### config.mk
export PLATFORM = sky130hd
export DESIGN_NAME = morse_led_decoder_flat
export DESIGN_NICKNAME = d
export VERILOG_FILES = /design/src/rtl/morse_pkg.sv /design/src/rtl/morse_led_decoder_if.sv /design/src/rtl/morse_run_counter.sv /design/src/rtl/morse_led_decoder.sv /design/src/flat_wrapper.sv
export SDC_FILE = /design/constraint.sdc
export NUM_CORES = 1
export LEC_CHECK = 0
export BUFFER_PORTS_ARGS = -buffer_cell sky130_fd_sc_hd__buf_2
export CORE_ASPECT_RATIO = 1.2
export CORE_MARGIN = 2
export CORE_UTILIZATION = 40
export CTS_CLUSTER_DIAMETER = 200
export DETAILED_ROUTE_END_ITERATION = 10
export GPL_ROUTABILITY_DRIVEN = 0
export GPL_TIMING_DRIVEN = 0
export MAX_ROUTING_LAYER = met4
export SETUP_SLACK_MARGIN = 0.5
export SLEW_MARGIN = 20
export SYNTH_ARGS = -nofsm -noshare
export SYNTH_HDL_FRONTEND = slang
export SYNTH_HIERARCHICAL = 1
export SYNTH_SLANG_ARGS = --single-unit
### constraint.sdc
create_clock -name clock -period 1.9 [get_ports clock]
set_input_delay 0.285 -clock clock [delete_from_list [all_inputs] [get_ports clock]]
set_output_delay 0.285 -clock clock [all_outputs]
set_load 0.03 [all_outputs]
### src/rtl/morse_pkg.sv
// Shared Morse definitions: timing in units, code/length widths, decoder states and the
// character record exchanged between the driver stage, this decoder and benches.
package morse_pkg;
    localparam int DOT_UNITS      = 1;
    localparam int DASH_UNITS     = 3;
    localparam int CHAR_GAP_UNITS = 3;
    localparam int WORD_GAP_UNITS = 7;
    localparam int SAT_UNITS      = 8;
    localparam int CODE_W         = 8;
    localparam int LEN_W          = 4;

    typedef enum logic [1:0] {IDLE, MARK, GAP, WORDGAP} dec_state_t;

    typedef struct packed {
        logic [CODE_W-1:0] code;
        logic [LEN_W-1:0]  len;
    } morse_char_t;
endpackage

### src/rtl/morse_led_decoder_if.sv
// LED stream in, decoded character/space pulses out; slave is the decoder side.
interface morse_led_decoder_if;
    import morse_pkg::*;

    logic              led_in;
    logic              out_vald;
    logic [CODE_W-1:0] out_code;
    logic [LEN_W-1:0]  out_len;
    logic              out_space;
    logic              out_err;
    logic              busy;

    modport master (output led_in,
                    input  out_vald, out_code, out_len, out_space, out_err, busy);
    modport slave  (input  led_in,
                    output out_vald, out_code, out_len, out_space, out_err, busy);
endinterface

### src/rtl/morse_run_counter.sv
// Saturating run-length counter: counts consecutive samples with level=1, clears on level=0.
// Latency 1 cycle (registered count); no backpressure.
module morse_run_counter #(
    parameter int W   = 4,
    parameter int SAT = 8
) (
    input  logic         clock,
    input  logic         reset,
    input  logic         level,
    output logic [W-1:0] cnt
);
    localparam logic [W-1:0] SAT_V = W'(SAT);

    always_ff @(posedge clock or negedge reset) begin
        if (!reset)
            cnt <= '0;
        else if (!level)
            cnt <= '0;
        else if (cnt != SAT_V)
            cnt <= cnt + W'(1);
    end
endmodule

### src/rtl/morse_led_decoder.sv
// Decodes the Morse LED stream into MSB-first dash=1 codes plus word-space pulses.
// Results register on the qualifying sample's edge (0-cycle latency); no backpressure.
module morse_led_decoder
    import morse_pkg::*;
#(
    parameter int UNIT_CYC = 1,
    parameter int MAX_SYM  = 8
) (
    input logic                clock,
    input logic                reset,
    morse_led_decoder_if.slave bus
);
    localparam int CNT_W = $clog2(SAT_UNITS*UNIT_CYC+1);

    localparam logic [CNT_W-1:0]  DOT_LEN   = CNT_W'(DOT_UNITS*UNIT_CYC);
    localparam logic [CNT_W-1:0]  DASH_LEN  = CNT_W'(DASH_UNITS*UNIT_CYC);
    // Counts are registered, so the N-th low is seen while off_cnt still holds N-1.
    localparam logic [CNT_W-1:0]  CHAR_LAST = CNT_W'(CHAR_GAP_UNITS*UNIT_CYC-1);
    localparam logic [CNT_W-1:0]  WORD_LAST = CNT_W'(WORD_GAP_UNITS*UNIT_CYC-1);
    localparam logic [LEN_W-1:0]  MAX_SYM_V = LEN_W'(MAX_SYM);
    localparam logic [CODE_W-1:0] MSB_ONE   = {1'b1, {(CODE_W-1){1'b0}}};

    logic [CNT_W-1:0] on_cnt, off_cnt;
    logic             led, led_low;

    assign led     = bus.led_in;
    assign led_low = ~bus.led_in;

    morse_run_counter #(.W(CNT_W), .SAT(SAT_UNITS*UNIT_CYC)) u_on_cnt (
        .clock (clock), .reset (reset), .level (led),     .cnt (on_cnt)
    );
    morse_run_counter #(.W(CNT_W), .SAT(SAT_UNITS*UNIT_CYC)) u_off_cnt (
        .clock (clock), .reset (reset), .level (led_low), .cnt (off_cnt)
    );

    dec_state_t        state_q, state_d;
    logic [LEN_W-1:0]  sym_q, sym_d;
    logic [CODE_W-1:0] code_q, code_d;
    logic              err_q, err_d;
    morse_char_t       res_q, res_d;
    logic              vld_q, vld_d;
    logic              space_q, space_d;
    logic              oerr_q, oerr_d;

    always_ff @(posedge clock or negedge reset) begin
        if (!reset) begin
            state_q <= IDLE;
            sym_q   <= '0;
            code_q  <= '0;
            err_q   <= 1'b0;
            res_q   <= '0;
            vld_q   <= 1'b0;
            space_q <= 1'b0;
            oerr_q  <= 1'b0;
        end else begin
            state_q <= state_d;
            sym_q   <= sym_d;
            code_q  <= code_d;
            err_q   <= err_d;
            res_q   <= res_d;
            vld_q   <= vld_d;
            space_q <= space_d;
            oerr_q  <= oerr_d;
        end
    end

    always_comb begin
        state_d = state_q;
        sym_d   = sym_q;
        code_d  = code_q;
        err_d   = err_q;
        res_d   = res_q;
        vld_d   = 1'b0;
        space_d = space_q;
        oerr_d  = oerr_q;
        case (state_q)
            IDLE: begin
                if (led)
                    state_d = MARK;
            end
            MARK: begin
                if (!led) begin
                    state_d = GAP;
                    if (sym_q == MAX_SYM_V) begin
                        err_d = 1'b1;
                    end else if (on_cnt == DOT_LEN) begin
                        sym_d = sym_q + LEN_W'(1);
                    end else if (on_cnt == DASH_LEN) begin
                        code_d = code_q | (MSB_ONE >> sym_q);
                        sym_d  = sym_q + LEN_W'(1);
                    end else begin
                        err_d = 1'b1;
                    end
                end
            end
            GAP: begin
                if (led) begin
                    state_d = MARK;
                end else if (off_cnt == CHAR_LAST) begin
                    vld_d    = 1'b1;
                    res_d    = '{code: code_q, len: sym_q};
                    space_d  = 1'b0;
                    oerr_d   = err_q;
                    sym_d    = '0;
                    code_d   = '0;
                    err_d    = 1'b0;
                    state_d  = WORDGAP;
                end
            end
            WORDGAP: begin
                if (led) begin
                    state_d = MARK;
                end else if (off_cnt == WORD_LAST) begin
                    vld_d   = 1'b1;
                    res_d   = '0;
                    space_d = 1'b1;
                    oerr_d  = 1'b0;
                    state_d = IDLE;
                end
            end
            default: state_d = IDLE;
        endcase
    end

    assign bus.out_vald  = vld_q;
    assign bus.out_code  = res_q.code;
    assign bus.out_len   = res_q.len;
    assign bus.out_space = space_q;
    assign bus.out_err   = oerr_q;
    assign bus.busy      = (state_q == MARK) | (state_q == GAP);
endmodule

### src/flat_wrapper.sv
// flat-port wrapper written by rule: the top's interface ports become plain ports
module morse_led_decoder_flat import morse_pkg::*;
#(
    parameter int UNIT_CYC = 1,
    parameter int MAX_SYM  = 8
)
  (clock, reset, bus_led_in, bus_out_vald, bus_out_code, bus_out_len, bus_out_space, bus_out_err, bus_busy);
  morse_led_decoder_if bus_i ();
  input logic clock;
  input logic reset;
  input wire logic [$bits(bus_i.led_in)-1:0] bus_led_in;
  output wire logic [$bits(bus_i.out_vald)-1:0] bus_out_vald;
  output wire logic [$bits(bus_i.out_code)-1:0] bus_out_code;
  output wire logic [$bits(bus_i.out_len)-1:0] bus_out_len;
  output wire logic [$bits(bus_i.out_space)-1:0] bus_out_space;
  output wire logic [$bits(bus_i.out_err)-1:0] bus_out_err;
  output wire logic [$bits(bus_i.busy)-1:0] bus_busy;
  assign bus_i.led_in = bus_led_in;
  assign bus_out_vald = bus_i.out_vald;
  assign bus_out_code = bus_i.out_code;
  assign bus_out_len = bus_i.out_len;
  assign bus_out_space = bus_i.out_space;
  assign bus_out_err = bus_i.out_err;
  assign bus_busy = bus_i.busy;
  morse_led_decoder #(.UNIT_CYC(UNIT_CYC), .MAX_SYM(MAX_SYM)) u_core (.clock(clock), .reset(reset), .bus(bus_i));
endmodule
==> reports/qor.tcl <==
set qor(status) {finished with violations}
set qor(failing_checks) {setup timing}
set qor(cts_root_buffer) {sky130_fd_sc_hd__clkbuf_8}
set qor(tritoncts.num_buffers) 5
set qor(final-max-slew-violation-count) 0
set qor(buffer_ports.inserted) 18
set qor(grt_use_met2) 0.3231
set qor(crit_type) {flop to flop}
set qor(gr-usage-all-layers) 0.1800
set qor(timing.critical_path.arrival_ns) 2.08
set qor(timing.final.ws_setup_ns) -0.004462
set qor(worstReg2RegEnd) {u_core/sym_q[0]}
set qor(pwr-share-seq) 0.307
set qor(clock_latency_ns) 0.29
set qor(final_hold_viol_count) 0
set qor(wl_per_cell_um) 15.04
set qor(yosysTopAreaCell) {sky130_fd_sc_hd__dfrtp_1}
set qor(synth.yosys.warnings) 6
set qor(number_of_synthesized_flops_with_an_enable_pin) 0
set qor(worst_reg_to_reg_cells) 5
set qor(rows) 28
set qor(most_instantiated_library_cell_after_synthesis) {sky130_fd_sc_hd__dfrtp_1}
set qor(layout_worst_path_cycle_share) 1.002
set qor(power_report.internal_total_mw) 2.456
set qor(swShare) 0.4113
set qor(dominantRegCellSynth) {sky130_fd_sc_hd__dfrtp_1}
set qor(synthToLayoutAreaGrowth_pct) 41.96
set qor(post_route_drc) 0
set qor(final_layout_size_suffix_gt1_frac) 0.4764
set qor(globalRouteOverflowTotal) 0
set qor(slew_headroom) 0.4283
set qor(post_cts_hold_buffer_count) 0
set qor(clock_share_of_power) 0.128
set qor(worst_hold_path_type) {input port to async pin}
set qor(worstMarginPinSlew_ns) 0.8575
set qor(max_cap_violations) 0
set qor(first_global_vias) 1617
set qor(synth_cell_type_count) 45
set qor(worst_ir_drop_vdd_uv) 971.3
set qor(post-layout-total-power_mw) 4.172
set qor(critPathMaxFanout) 4
set qor(synth_largest_type_area_fraction) 0.4595
set qor(finalSetupViolations) 2
set qor(cts_tree) {done}
set qor(whs_ns) 0.1044
set qor(fin_nets) 272
set qor(numPlacedInstances) 277
set qor(synth_seq_area_share) 0.4595
set qor(power_frac_comb) 0.565
set qor(postSynthRegisterBits) 38
set qor(clock-sinks) 38
set qor(grt_first_pass_wirelength_um) 7866
set qor(unrepaired_setup_endpoints_after_global_routing) {true}
set qor(cts-htree-levels) 2
set qor(synthesis.area_um2) 2069
set qor(design.portCount) 19
set qor(vias) 1647
set qor(max_clock_freq_mhz) 525.1
set qor(die_height_um) 82.80
set qor(power.leakage_nw) 1.328
set qor(clkTransAtPathRegs_ns) 0.08
set qor(grt_use_met3) 0.03382
set qor(gr-usage-met1) 0.2102
set qor(final_cells) 314
set qor(detailed_place.area_um2) 2295
set qor(drt-vias-per-instance) 5.245
set qor(grt-busiest-layer) {met2}
set qor(timing.setup.tns_ns) -0.004943
set qor(clock-skew-final_ns) 0.006731
set qor(final_antenna_net_count) 0
set qor(avgSynthCellArea_um2) 10.40
set qor(detail_route.wirelength_um) 4722
set qor(critPathLaunchType) {flop}
set qor(syn-instance-count) 199
set qor(dieArea_um2) 5768
set qor(power.switching_mw) 1.716
set qor(detail_route.first_pass.iterations) 4
set qor(ctsLongestPathBuffers) 2
set qor(post-route-cell-area_um2) 2938
set qor(required_ns) 2.07
set qor(core_area_um2) 4975
set qor(ys_top_cells_by_count) {38 x sky130_fd_sc_hd__dfrtp_1, 19 x sky130_fd_sc_hd__nor2_1, 16 x sky130_fd_sc_hd__nand2_1}
set qor(cellPowerDensity_nw_per_um2) 1420
set qor(reg2reg_setup_slack_ns) -0.004
set qor(min_period_ns) 1.904
set qor(n_antenna_cell) 0
set qor(grt_antenna_before_repair) 0
set qor(largest_net_degree_at_the_start_of_global_routing) 39
set qor(synthesis.nets) 217
set qor(regToRegStartpoint) {u_core/u_off_cnt/cnt[2]}
set qor(die_x_um) 69.66
set qor(detailedRoute.firstIterationViolations) 99
set qor(starting_density) 0.4160
set qor(async_reset_ff_frac) 1.000
set qor(dp_hpwl_um) 2842
set qor(end_kind) {flop}
set qor(ranking_of_synthesized_cells_by_area) {sky130_fd_sc_hd__dfrtp_1 46%, sky130_fd_sc_hd__ha_1 9.1%, sky130_fd_sc_hd__nor2_1 3.4%}
per-layer routing:
layer / part of all wire / routed length, µm / vias up
met3: 0.026 / 125 / 5
met2: 0.55 / 2581 / 26
met4: 0.010 / 49 / 0
met5: 0 / 0 / -
met1: 0.42 / 1965 / 811
li1: - / - / 805
timing repair:
item / CTS / global route
gates cloned: 2 / 1
endpoints found under the setup margin: 31 / 31
setup buffers: 24 / 3
gates resized for setup: 47 / 43
pin swaps: 21 / 7
stage by stage:
| step | setup slack [ns] | utilization |
|---|---|---|
| 6_report | -0.004462 | 0.5905 |
| 2_1_floorplan | -0.09005 | - |
| 4_1_cts | 0.0001406 | 0.5478 |
| 5_1_grt | -0.04463 | 0.5905 |
| 3_3_place_gp | -0.2755 | 0.4613 |
| 3_5_place_dp | -0.2785 | 0.4613 |
how the worst max path moves through the flow:
stage | startpoint | end | slack (ns)
floorplan | u_core/u_off_cnt/cnt[2] | u_core/sym_q[0] | -0.09
global placement | u_core/u_off_cnt/cnt[2] | u_core/sym_q[2] | -0.28
detailed placement | u_core/u_off_cnt/cnt[2] | u_core/sym_q[0] | -0.28
CTS | u_core/u_off_cnt/cnt[2] | u_core/sym_q[0] | 0.0001
global route | u_core/u_off_cnt/cnt[2] | u_core/sym_q[0] | -0.04
finish | u_core/u_off_cnt/cnt[2] | u_core/sym_q[0] | -0.004
state kept, by name (all words and copies together), names as in the netlist:
| register | cells |
|---|---|
| u_core/bus.out_len | 4 |
| u_core/u_on_cnt/cnt | 4 |
| u_core/bus.out_code | 8 |
| u_core/sym_q | 4 |
| u_core/bus.out_vald | 1 |
| u_core/state_q | 2 |
| u_core/u_off_cnt/cnt | 4 |
| u_core/bus.out_err | 1 |
| u_core/err_q | 1 |
| u_core/bus.out_space | 1 |
| u_core/code_q | 8 |
layout by cell type (no fill, tap or decap), types with 4 or more instances in the layout:
master,count
sky130_fd_sc_hd__xnor2_1,4
sky130_fd_sc_hd__nand3_1,5
sky130_fd_sc_hd__nand2_2,8
sky130_fd_sc_hd__inv_1,9
sky130_fd_sc_hd__o21ai_1,9
sky130_fd_sc_hd__nand2b_1,9
sky130_fd_sc_hd__buf_2,17
sky130_fd_sc_hd__buf_8,5
sky130_fd_sc_hd__dfrtp_1,34
sky130_fd_sc_hd__ha_4,4
sky130_fd_sc_hd__nor2_2,5
sky130_fd_sc_hd__nor2_1,14
sky130_fd_sc_hd__buf_4,21
sky130_fd_sc_hd__and2_1,5
sky130_fd_sc_hd__buf_6,9
sky130_fd_sc_hd__inv_2,4
sky130_fd_sc_hd__ha_1,9
sky130_fd_sc_hd__mux2i_1,4
sky130_fd_sc_hd__nand2_4,6
sky130_fd_sc_hd__dfrtp_2,4
sky130_fd_sc_hd__clkbuf_8,6
sky130_fd_sc_hd__a41oi_1,8
cell families after synthesis:
family                     synth area share
adders and majority gates           0.09069
xor gates and xnor gates            0.01693
and+or+nand+nor                      0.2098
muxes                               0.03930
AOI/OAI and AO/OA                    0.1433
DFF                                  0.4595
buffers and inverters               0.04051
final cells by class:
class / count / area, µm²
buffer: 7 / 101.3
clock buffer: 5 / 68.82
clock inverter: 2 / 10.01
fill: 413 / 2037
inverter: 13 / 48.80
multi-input combinational: 141 / 1301
sequential: 38 / 955.9
tap: 60 / 75.07
timing repair buffer: 48 / 376.6
power by group through the flow:
stage	logic [mW]	clock network, mW	registers, mW
5_1_grt	2.57	0.583	1.31
2_1_floorplan	1.03	0	1.41
3_5_place_dp	1.56	0	1.27
6_report	2.36	0.532	1.28
4_1_cts	2.03	0.553	1.25
3_3_place_gp	1.55	0	1.26
critical path: stages (launching register included):
cell	delay [ns]
sky130_fd_sc_hd__dfrtp_1	0.40
sky130_fd_sc_hd__buf_6	0.12
sky130_fd_sc_hd__or4b_4	0.49
sky130_fd_sc_hd__a211oi_4	0.34
sky130_fd_sc_hd__nand2_4	0.12
sky130_fd_sc_hd__mux2_4	0.32
Power figures use the tool's default switching activity.
